`config.mk`:
```
export PLATFORM = sky130hd
export DESIGN_NAME = fb_wr_arbiter
export DESIGN_NICKNAME = d
export VERILOG_FILES = /design/src/rtl/fb_wr_arbiter.sv
export SDC_FILE = /design/constraint.sdc
export NUM_CORES = 1
export LEC_CHECK = 0
export ABC_AREA = 1
export CAP_MARGIN = 20
export CORE_UTILIZATION = 34
export DETAILED_ROUTE_END_ITERATION = 12
export GPL_TIMING_DRIVEN = 0
export PLACE_DENSITY = 0.76
export RECOVER_POWER = 100
export SLEW_MARGIN = 0
export SYNTH_ARGS = -nofsm -noshare
export SYNTH_HDL_FRONTEND = slang
export SYNTH_SLANG_ARGS = --single-unit
export TNS_END_PERCENT = 30
```
`constraint.sdc`:
```
create_clock -name vgaclk -period 1.5 [get_ports vgaclk]
set_clock_uncertainty 0.15 [all_clocks]
set_input_delay 0.225 -clock vgaclk [delete_from_list [all_inputs] [get_ports vgaclk]]
set_output_delay 0.225 -clock vgaclk [all_outputs]
set_load 0.03 [all_outputs]
```
`src/rtl/fb_wr_arbiter.sv`:
```
// fb_wr_arbiter: frame-buffer write arbiter; clears the buffer on frame start (FB_CLEAR_EN), then round-robins gfx/ovl writes.
// Latency: grants are combinational in the request cycle; the buffer write (we/wr_addr/wr_data) follows 1 cycle later.
// Backpressure: the buffer port never stalls; a requester that gets no grant must hold its request.
module fb_wr_arbiter #(
  parameter int unsigned DEPTH       = 768,
  parameter int unsigned ADDR_W      = 10,
  parameter logic [7:0]  CLEAR_COLOR = 8'h00
) (
  input  logic              vgaclk,
  input  logic              rst_n,
  input  logic              frame_start,
  input  logic              req_gfx,
  input  logic [ADDR_W-1:0] gfx_addr,
  input  logic [7:0]        gfx_data,
  output logic              gfx_gnt,
  input  logic              req_ovl,
  input  logic [ADDR_W-1:0] ovl_addr,
  input  logic [7:0]        ovl_data,
  output logic              ovl_gnt,
  output logic              we,
  output logic [ADDR_W-1:0] wr_addr,
  output logic [7:0]        wr_data,
  output logic              clear_busy,
  output logic [7:0]        overrun_cnt
);

  localparam logic [1:0] ST_IDLE  = 2'd0;
  localparam logic [1:0] ST_CLEAR = 2'd1;
  localparam logic [1:0] ST_DRAW  = 2'd2;

  // Last-grant pointer values
  localparam logic PTR_GFX = 1'b0;
  localparam logic PTR_OVL = 1'b1;

`ifdef FB_CLEAR_EN
  // A frame start always begins with a clear sweep
  localparam logic [1:0]        ST_FRAME = ST_CLEAR;
  localparam logic [ADDR_W-1:0] CLR_LAST = ADDR_W'(DEPTH - 1);
`else
  // Without clearing, a frame start goes straight to drawing
  localparam logic [1:0]        ST_FRAME = ST_DRAW;
`endif

  logic [1:0]        state_q, state_d;
  logic              last_q, last_d;
  logic              we_q, we_d;
  logic [ADDR_W-1:0] wr_addr_q, wr_addr_d;
  logic [7:0]        wr_data_q, wr_data_d;
  logic              grant_ok, gfx_in_range, ovl_in_range;

`ifdef FB_CLEAR_EN
  logic [ADDR_W-1:0] clr_addr_q, clr_addr_d;
  logic [7:0]        ovr_q, ovr_d;
`endif

  // Grants only in DRAW; the frame_start cycle is reserved for the frame boundary
  assign grant_ok     = (state_q == ST_DRAW) && !frame_start;
  assign gfx_gnt      = grant_ok && req_gfx && (!req_ovl || (last_q == PTR_OVL));
  assign ovl_gnt      = grant_ok && req_ovl && (!req_gfx || (last_q == PTR_GFX));
  // Out-of-range addresses are still granted, but their write is dropped
  assign gfx_in_range = 32'(gfx_addr) < DEPTH;
  assign ovl_in_range = 32'(ovl_addr) < DEPTH;

  assign we      = we_q;
  assign wr_addr = wr_addr_q;
  assign wr_data = wr_data_q;

`ifdef FB_CLEAR_EN
  assign clear_busy  = (state_q == ST_CLEAR);
  assign overrun_cnt = ovr_q;
`else
  assign clear_busy  = 1'b0;
  assign overrun_cnt = 8'h00;
`endif

  // Next-state: FSM, round-robin pointer and the registered write port
  always_comb begin
    state_d   = state_q;
    last_d    = last_q;
    we_d      = 1'b0;
    wr_addr_d = wr_addr_q;
    wr_data_d = wr_data_q;
`ifdef FB_CLEAR_EN
    clr_addr_d = clr_addr_q;
    ovr_d      = ovr_q;
`endif
    if (gfx_gnt) begin
      last_d = PTR_GFX;
      if (gfx_in_range) begin
        we_d      = 1'b1;
        wr_addr_d = gfx_addr;
        wr_data_d = gfx_data;
      end
    end else if (ovl_gnt) begin
      last_d = PTR_OVL;
      if (ovl_in_range) begin
        we_d      = 1'b1;
        wr_addr_d = ovl_addr;
        wr_data_d = ovl_data;
      end
    end
    case (state_q)
      ST_IDLE, ST_DRAW: begin
        if (frame_start) begin
          state_d = ST_FRAME;
`ifdef FB_CLEAR_EN
          clr_addr_d = '0;
`endif
        end
      end
      ST_CLEAR: begin
`ifdef FB_CLEAR_EN
        we_d      = 1'b1;
        wr_addr_d = clr_addr_q;
        wr_data_d = CLEAR_COLOR;
        if (frame_start) begin
          // New frame arrived before the sweep finished: restart and log it
          clr_addr_d = '0;
          if (ovr_q != 8'hFF) ovr_d = ovr_q + 8'd1;
        end else if (clr_addr_q == CLR_LAST) begin
          clr_addr_d = '0;
          state_d    = ST_DRAW;
        end else begin
          clr_addr_d = clr_addr_q + 1'b1;
        end
`else
        // Unreachable without clearing; recover to drawing
        state_d = ST_DRAW;
`endif
      end
      default: state_d = ST_IDLE;
    endcase
  end

  // Core state registers; reset aborts any pending write
  always_ff @(posedge vgaclk or negedge rst_n) begin
    if (!rst_n) begin
      state_q   <= ST_IDLE;
      last_q    <= PTR_OVL;
      we_q      <= 1'b0;
      wr_addr_q <= '0;
      wr_data_q <= 8'h00;
    end else begin
      state_q   <= state_d;
      last_q    <= last_d;
      we_q      <= we_d;
      wr_addr_q <= wr_addr_d;
      wr_data_q <= wr_data_d;
    end
  end

`ifdef FB_CLEAR_EN
  // Clear sweep address and overrun counter
  always_ff @(posedge vgaclk or negedge rst_n) begin
    if (!rst_n) begin
      clr_addr_q <= '0;
      ovr_q      <= 8'h00;
    end else begin
      clr_addr_q <= clr_addr_d;
      ovr_q      <= ovr_d;
    end
  end
`endif

endmodule

```
# [Word level (Yosys, flattened, before mapping)]
# Cells that the tools add are included.
[word_totals] ff_bits=22 wordCells=43
[op_classes] n_lt_le_gt_ge=2 n_eq_ne=4 muxes=16 n_bitwise=1 reduce_logical=15
[ops] operator="$mux W10" n=4
[ops] operator="$mux W8" n=4
[ops] operator="$lt A10 B10 Y1 const B" n=2
[ops] operator="$mux W1" n=6
[ops] operator="$logic_and A1 B1 Y1" n=5
[ops] operator="$pmux W2 S2" n=1
[ops] operator="$reduce_bool A2 Y1" n=2
[ops] operator="$logic_not A1 Y1" n=3
[ops] operator="$reduce_and A3 Y1" n=1
[ops] operator="$eq A2 B1 Y1 const B" n=1
[ops] operator="$eq A2 B2 Y1 const B" n=1
[ops] operator="$logic_not A2 Y1" n=1
[ops] operator="$logic_or A1 B1 Y1" n=2
[ops] operator="$mux W2" n=1
[ops] operator="$ne A2 B1 Y1 const B" n=1
[ops] operator="$ne A2 B2 Y1 const B" n=1
[ops] operator="$reduce_or A2 Y1" n=1
[ops] operator="$not A1 Y1" n=1

# [Longest topological paths before layout]
[logic_depth] depth_word=6 ltp_mapped=8 depth_no_buf=7

# [Least setup slack after synthesis]
# OpenSTA, ideal clock, no wires.
[synth_timing] path_type="register to output" startpoint="reg state_q[1]" endpoint="out ovl_gnt" t_arrival_ns=1.429 required_time_ns=1.125 path_slack_ns=-0.304 path_stages_with_launch=7 cell_sequence="dfrtp_1 > inv_1 > nor2_4 > buf_4 > buf_2 > nand2_1 > a21oi_1"
[synth_between] elab_chain_cells=4
[synth_rtl] item="start: declaration" line_no="44" text="logic [1:0] state_q, state_d;"
[synth_rtl] item="start signal: assignment" line_no="144" text="state_q <= state_d;"
[synth_rtl] item="$eq A2 B2 Y1" line_no="57" text="assign grant_ok = (state_q == ST_DRAW) && !frame_start;"
[synth_rtl] item="$logic_and A1 B1 Y1" line_no="57"
[synth_rtl] item="$logic_and A1 B1 Y1 (2 in series)" line_no="59" text="assign ovl_gnt = grant_ok && req_ovl && (!req_gfx || (last_q == PTR_GFX));"
[synth_rtl] item="end: declaration" line_no="19" text="output logic ovl_gnt,"
# Every way passes these cells.

# [Worst setup path in the final report]
# Same ends and word-level chain as after synthesis.

==> key figures <==
STA
  – Slew @ Worst Pin: about 940 ps
  – Setup Viol. Count Final: 21
  – Final hold viol count: 0
  – RSZ-0062 raised after global routing: yes
  – Max transition margin: 0.3745
  – Slew Viols, Final: 0
  – Setup TNS Final: -3327 ps
  – Tcrit/Tclk final: 1.174
  – Hold WS: ~150 ps
  – Tmin final: around 1800 ps
  – FMAX: between 500 and 600 MHz
  – Fin worst setup slack: -260.8 ps

Drt
  – Vias/cell: roughly 4.4
  – ANT nets after route: 0
  – Pre-Repair DR Iteration Count: 4
  – DR WL/cell: around 12 um
  – Detailed Route Iter0 Violations: 35
  – Final WL: around 3.5 mm
  – Via count: between 1000 and 1500
  – Post-route DRC: 0

Die
  – Rows: 21
  – Die area: approximately 3800 um2
  – I/O pins: a little over 70
  – Starting Density: 0.3584
  – DIE WIDTH: between 60 and 70 um
  – Core Box Area: 3390 um2
  – Height of the die: 61.78 um

CTS
  – CTS tree: done
  – Clock root buffer master: clkbuf_4
  – Clk buf depth: 2
  – H-tree levels: 1
  – Hold buffer count at CTS: 0
  – Worst-Skew Late Latency: approximately 300 ps
  – Clock-pin transition on the worst setup and hold timing paths: between 100 and 150 ps
  – TritonCTS buffer count: 3
  – CTS sink cnt: 21

Worst setup path
  – CP arrival: approximately 1400 ps
  – R2R depth: 7
  – FF-to-FF setup slack: -190 ps
  – Startpoint types: flip-flop
  – End of the critical path: ovl_gnt
  – Worst Setup SP: state_q[1]
  – R2r startpoint: last_q
  – Critical Path RT: 1120 ps
  – CP Capture Type: output pin
  – Reg-to-reg endpoint: wr_addr[1]
  – CP Max Fanout: 3
  – Setup Crit Path Kind: flip-flop to output pin

Final layout
  – Non-Filler Instances: between 200 and 300
  – Final #Nets: slightly below 300
  – Layout cell share with drive strength beyond 1: 0.1976
  – # diodes: 0
  – Final instance area: between 2000 and 2500 um2
  – P&R area growth vs syn: 75.80%

Hold path
  – Worst min-delay path category: input pin to flip-flop

Yosys
  – Post-synthesis cell type count: 17
  – Syn_area_per_cell: 7.363 um2
  – Seq/Total Area, Yosys: 0.4336
  – YS warnings: 0
  – Synthesis-stage register bit count: 21
  – Gate Count Post-Synth: between 150 and 200
  – Area of the mapped netlist: between 1000 and 1500 um2

Place
  – Final GP Congestion: between 0.6 and 0.7
  – Post-DP HPWL: about 2.3 mm
  – Port bufs: 61
  – DP Cell Count: 280
  – Cell Area, Placed: 1946 um2

Run
  – Max-Cap Viols: 0

Pwr
  – VDD IR max: roughly 510 uV
  – Power per cell area: around 940 nW/um2
  – Static Leak: 1.119 nW

Global route
  – Vias in the first global route: 1194
  – Overflow after GRT: 0
  – Pin count of the biggest net entering global routing: 22
  – Gr usage total: 0.1869
  – First-pass GRT wire length: between 5 and 6 mm
  – Initial antenna violation count: 0

Outcome
  – Run status: complete, but fails checks
  – Failing checks: setup timing
==> what timing repair did <==
item                                    4_1_cts  5_1_grt
setup buffers                                 9        6
endpoints found under the setup margin       40       30
gates resized for setup                      45       13
pin swaps                                     4        4
cloned                                        0        0
==> cells by family (layout without fill, tap and decap cells) <==
group | after synthesis | after routing | synth area share
compound gates | 2 | 2 | 0.008239
buf+inv | 20 | 100 | 0.1040
flops | 21 | 21 | 0.4336
other cells | 1 | 9 | 0.003087
simple gates | 121 | 121 | 0.4511
==> placed cells by master (no fill, tap or decap) <==
cell / n
clkbuf_1: 1
dlygate4sd3_1: 1
buf_8: 2
nand2_8: 1
clkinvlp_4: 1
nand3_1: 36
nand2_4: 2
buf_6: 6
inv_1: 1
dlygate4sd2_1: 10
a21oi_4: 1
clkdlybuf4s50_1: 38
clkbuf_4: 4
nand2_1: 76
buf_2: 1
dlymetal6s2s_1: 1
nand4_4: 1
or2_2: 1
buf_4: 23
conb_1: 9
nor2_4: 1
dfrtp_1: 20
nand3_4: 2
clkdlybuf4s15_1: 9
a21oi_1: 1
inv_2: 2
dfstp_2: 1
nand2_2: 1
==> per-layer routing <==
layer  up-vias  global-route usage  routed length (um)
li1        691                   -                   -
met4         0             0.05714                  23
met2        51              0.3349                1664
met5         -                   0                   0
met3         4             0.02692                 194
met1       575              0.2324                1569
==> where the power goes <==
group          total (mW)  switching [mW]  leakage [nW]  internal, mW
clock network       0.277           0.173        0.0150         0.104
registers           0.757          0.0655         0.256         0.691
logic               0.980           0.573         0.848         0.407
==> sequential cells by signal, indices dropped and copies added (netlist names) <==
| name | flops |
|---|---|
| last_q | 1 |
| state_q | 1 |
| we | 1 |
| wr_addr | 10 |
| wr_data | 8 |
==> worst min-delay path by stage <==
stage / cells after the start / from / endpoint
floorplan: 0 / rst_n / state_q[1]
global placement: 1 / state_q[1] / state_q[1]
detailed placement: 1 / state_q[1] / state_q[1]
CTS: 1 / rst_n / state_q[1]
global route: 3 / req_ovl / last_q
finish: 3 / req_ovl / last_q
==> area by class of cell <==
cell class                      count  area [um2]
Fill cell                         288        1254
Timing Repair Buffer               76       723.2
Multi-Input combinational cell    132       643.1
Sequential cell                    21       526.8
Buffer                             16       140.1
Tap cell                           46       57.56
Clock buffer                        4       26.28
Inverter                            4       18.77
==> Yosys cell counts <==
cell / count / share of area
nand2_1: 78 / 0.24
nand3_1: 36 / 0.15
dfrtp_1: 20 / 0.41
buf_4: 10 / 0.062
buf_2: 5 / 0.021
inv_1: 4 / 0.012
a21oi_1: 2 / 0.0082
buf_6: 1 / 0.0093
conb_1: 1 / 0.0031
dfstp_2: 1 / 0.022
nand2_2: 1 / 0.0052
nand2_4: 1 / 0.0093
nand3_2: 1 / 0.0082
nand3_4: 1 / 0.014
nand4_2: 1 / 0.010
nor2_4: 1 / 0.0093
or2_2: 1 / 0.0052
==> metrics by stage <==
stage,util,worst slack (ps),power (mW)
final,0.6301,-260.8,2.013
after global routing,0.6301,-326.5,2.139
after CTS,0.6095,-263.6,1.989
after detailed placement,0.5740,-1038,1.757
after global placement,0.5740,-1016,1.749
after floorplan,-,-8.657,1.320
==> worst max-delay path: stages (launching register included) <==
cell and delay, ps:
dfrtp_1 390, inv_2 60, nor2_4 110, buf_6 120, buf_8 90, nand2_4 50
a21oi_4 120, buf_6 140
No activity file was read; power rests on OpenSTA's default activity.
